## src/rtl/full_add_4_pkg.sv

```systemverilog
`default_nettype none
// ============================================================================
// Module      : full_add_4_pkg
// Description : Shared width constant and carry-plus-sum result type.
// Revision    : 1.0 - initial release
// ============================================================================
package full_add_4_pkg;

    localparam int c_DEFAULT_WIDTH = 4;

    typedef struct packed {
        logic                       carry;
        logic [c_DEFAULT_WIDTH-1:0] sum;
    } result_t;

endpackage : full_add_4_pkg
`default_nettype wire

```

## src/rtl/full_add_4_bit.sv

```systemverilog
`default_nettype none
// ============================================================================
// Module      : full_add_1
// Description : One-bit full adder cell, the element of the ripple chain.
// Revision    : 1.0 - initial release
// ============================================================================
module full_add_1 (
    input  logic a,
    input  logic b,
    input  logic c_in,
    output logic sum,
    output logic c_out
);

    logic w_prop;

    assign w_prop = a ^ b;
    assign sum    = w_prop ^ c_in;
    assign c_out  = (a & b) | (c_in & w_prop);

endmodule : full_add_1
`default_nettype wire

```

## src/rtl/full_add_4.sv

```systemverilog
`default_nettype none
// ============================================================================
// Module      : full_add_4
// Description : Ripple-carry adder of WIDTH full_add_1 cells, result registered.
// Revision    : 1.0 - initial release
// ============================================================================
module full_add_4
    import full_add_4_pkg::*;
#(
    parameter int WIDTH = c_DEFAULT_WIDTH
) (
    input  logic             clk,
    input  logic             rst,
    input  logic [WIDTH-1:0] a,
    input  logic [WIDTH-1:0] b,
    input  logic             c_in,
    output logic [WIDTH-1:0] sum,
    output logic             c_out
);

    logic [WIDTH:0]   w_carry;
    logic [WIDTH-1:0] w_sum;
    logic [WIDTH-1:0] r_sum;
    logic             r_c_out;

    assign w_carry[0] = c_in;

    generate
        for (genvar i = 0; i < WIDTH; i++) begin : g_bit
            full_add_1 u_fa (
                .a     (a[i]),
                .b     (b[i]),
                .c_in  (w_carry[i]),
                .sum   (w_sum[i]),
                .c_out (w_carry[i+1])
            );
        end
    endgenerate

    // Reset wins over the add; it also discards whatever result was in flight.
    always_ff @(posedge clk) begin
        if (rst) begin
            r_sum   <= '0;
            r_c_out <= 1'b0;
        end else begin
            r_sum   <= w_sum;
            r_c_out <= w_carry[WIDTH];
        end
    end

    assign sum   = r_sum;
    assign c_out = r_c_out;

endmodule : full_add_4
`default_nettype wire

```

## config.mk

```make
export PLATFORM = sky130hd
export DESIGN_NAME = full_add_4
export DESIGN_NICKNAME = d
export VERILOG_FILES = /design/src/rtl/full_add_4_pkg.sv /design/src/rtl/full_add_4_bit.sv /design/src/rtl/full_add_4.sv
export SDC_FILE = /design/constraint.sdc
export NUM_CORES = 1
export LEC_CHECK = 0
export BUFFER_PORTS_ARGS = -buffer_cell sky130_fd_sc_hd__buf_4
export CAP_MARGIN = 40
export CORE_AREA = 2 2 39 41
export DETAILED_ROUTE_END_ITERATION = 6
export DIE_AREA = 0 0 41 43
export SYNTH_ARGS = -nofsm -noshare
export SYNTH_HDL_FRONTEND = slang
export SYNTH_SLANG_ARGS = --single-unit
```

## constraint.sdc

```tcl
create_clock -name clk -period 2.5 [get_ports clk]
set_input_delay 0.375 -clock clk [delete_from_list [all_inputs] [get_ports clk]]
set_output_delay 0.375 -clock clk [all_outputs]
set_load 0.005 [all_outputs]
```

==> metrics.md <==
| Metric | Value |
|---|---|
| Seq/Total Area, Yosys | 43.5% |
| Worst Min Path Start | rst |
| Clock sinks | 5 |
| Area after DPL | 363 sq um |
| Final wirelength | around 410 um |
| Max Fclk | 0.524 GHz |
| Post-CTS Resized | 0 |
| Via-to-Cell Ratio | 3.29 |
| Via count | 184 |
| Routability cong. | 0.564 |
| Syn Area/Cell | 11.0 sq um |
| Core area | ~0.0014 sq mm |
| Post-Synth XOR/XNOR Area | 0% |
| Post-route DRC violation count | 0 |
| Period utilisation layout | 76.4% |
| Final hold vios | 0 |
| Lkg Pwr | ~0.00021 uW |
| Max H-tree Level | 1 |
| Setup CP Type | input port to register |
| Die ar. | 0.00176 sq mm |
| Total Nets Final | 56 |
| First-pass GRT wire length | 552 um |
| Post-Synth Adder-Cell Area | between 30% and 40% |
| Grt ovf | 0 |
| Peak supply drop | just over 100 uV |
| Post-synthesis cell count | 21 |
| Fin. max-slew vios | 0 |
| Largest family of logic cells by synthesized area | adder cells |
| Postcts setup bufs | 0 |
| Layout Utilization | 28.1% |
| Seq cells post-synth | 5 |
| IO Count | 16 |
| Hold Path Depth | 2 |
| Area grow syn2layout | 69.0% |
| Largest net degree at the start of global routing | 6 |
| Wire per inst | around 7.3 um |
| Total number of yosys warnings | 0 |
| Clock-pin slew on the worst setup and hold paths | 0.04 ns |
| Setup crit start kind | input port |
| DR iter-0 viols | 0 |
| Mapped cell area | 230 sq um |
| RSZ-0062 raised after global routing | no |
| Ant diodes | 0 |
| Pre-antenna DRT Iters | 1 |
| Syn_nets | 36 |
| Worst Setup End Kind | register |
| Post-synthesis cell type count | 5 |
| Vias in the first global route | about 180 |
| Initial Util | 16.6% |
| Share of cells above drive strength 1 | 45.0% |
| Hold buffer count at CTS | 0 |
| Status | complete, no violations |
| Share of the synthesized area in compound gates (AO/OA/AOI/OAI) | 0% |
| Final Setup Violations | 0 |
| CP arrival | 2.08 ns |
| DP Worst Slack | 0.336 ns |
| Tmin final | 1.91 ns |
| Pwr Density | 588 mW/mm^2 |
| Number of max-cap violations | 0 |
| Rel. slew slack | 93.8% |
| Mux cell area share after synthesis | 0% |
| Root buf cell | clkbuf_4 |
| TNS Setup | 0 ns |
| TritonCTS clock tree | yes |
| Maximum fanout along the worst path | 1 |
| Die Ht | 43 um |
| Power consumption | 229 uW |
| CP required | ~2.7 ns |
| Worst slew pin tran | 0.0925 ns |
| Hold EP | sum[0]$_SDFF_PP0_ |
| Tot GR Track Use | 5.56% |
| Initial antenna violation count | 0 |
| Routed Antenna Nets | 0 |
| Min-delay worst type | input port to register |
| Final instance area | slightly below 400 sq um |
| CTS Buf Count | 3 |
| Max Root-Sink Buffers | 2 |
| Setup ws final | 0.591 ns |
| # rows | 14 |
| Die Span X | 41 um |
| Port bufs | 15 |
| Synth Area in Simple Gates | 10.3% |
cell type report:
cell class	instances	area, sq um
sequential	5	100
fill	147	995
timing repair buffer	15	113
inverter	7	26.3
tap	16	20.0
multi-input combinational	9	104
clock buffer	4	26.3
per-stage QoR:
step	instances	hold slack (ns)
2_1_floorplan	21	0.442
5_1_grt	56	0.323
3_5_place_dp	52	0.573
6_report	56	0.329
3_3_place_gp	52	0.568
4_1_cts	56	0.319
flip-flops by register name (all words and copies together) (netlist names):
signal / count
sum: 4
c_out: 1
cell usage in the layout (no fill, tap or decap):
master,count
buf_4,15
clkbuf_1,1
clkbuf_4,3
dfxtp_1,5
fa_1,4
inv_1,7
nor2_1,3
nor2b_1,2
critical path: stages:
cell and delay [ns]:
buf_4 0.10, inv_1 0.07, fa_1 0.17, inv_1 0.05, fa_1 0.37, fa_1 0.38, inv_1 0.08, fa_1 0.40
nor2_1 0.09
worst max path at each step:
| stage | startpoint | endpoint | slack, ns |
|---|---|---|---|
| CTS | a[0] | sum[3]$_SDFF_PP0_ | 0.59 |
| global placement | a[0] | sum[3]$_SDFF_PP0_ | 0.36 |
| global route | a[0] | sum[3]$_SDFF_PP0_ | 0.50 |
| finish | a[0] | sum[3]$_SDFF_PP0_ | 0.59 |
| floorplan | a[0] | sum[3]$_SDFF_PP0_ | 0.54 |
| detailed placement | a[0] | sum[3]$_SDFF_PP0_ | 0.34 |
report_power, final:
part	total [uW]	switching, uW	internal, uW
registers	91.4	2.15	89.2
logic	47.9	17.8	30.1
clock network	89.4	29.3	60.1
total	229	49.2	179
layer usage:
metal | track usage, % | wire length [um]
met1 | 5.25 | 136
met2 | 6.56 | 220
met3 | 0 | 51
met4 | 12.0 | 0
met5 | 0 | 0
cells in the mapped netlist, drive strengths merged:
cell type  number  area share [%]
nor2b           2             5.4
inv             7              11
nor2            3             4.9
fa              4              35
dfxtp           5              43
kinds of logic after synthesis:
group,count (synthesis)
adders and majority gates,4
and+or+nand+nor,5
buffers and inverters,7
DFF,5
No activity file was read; power rests on OpenSTA's default activity.
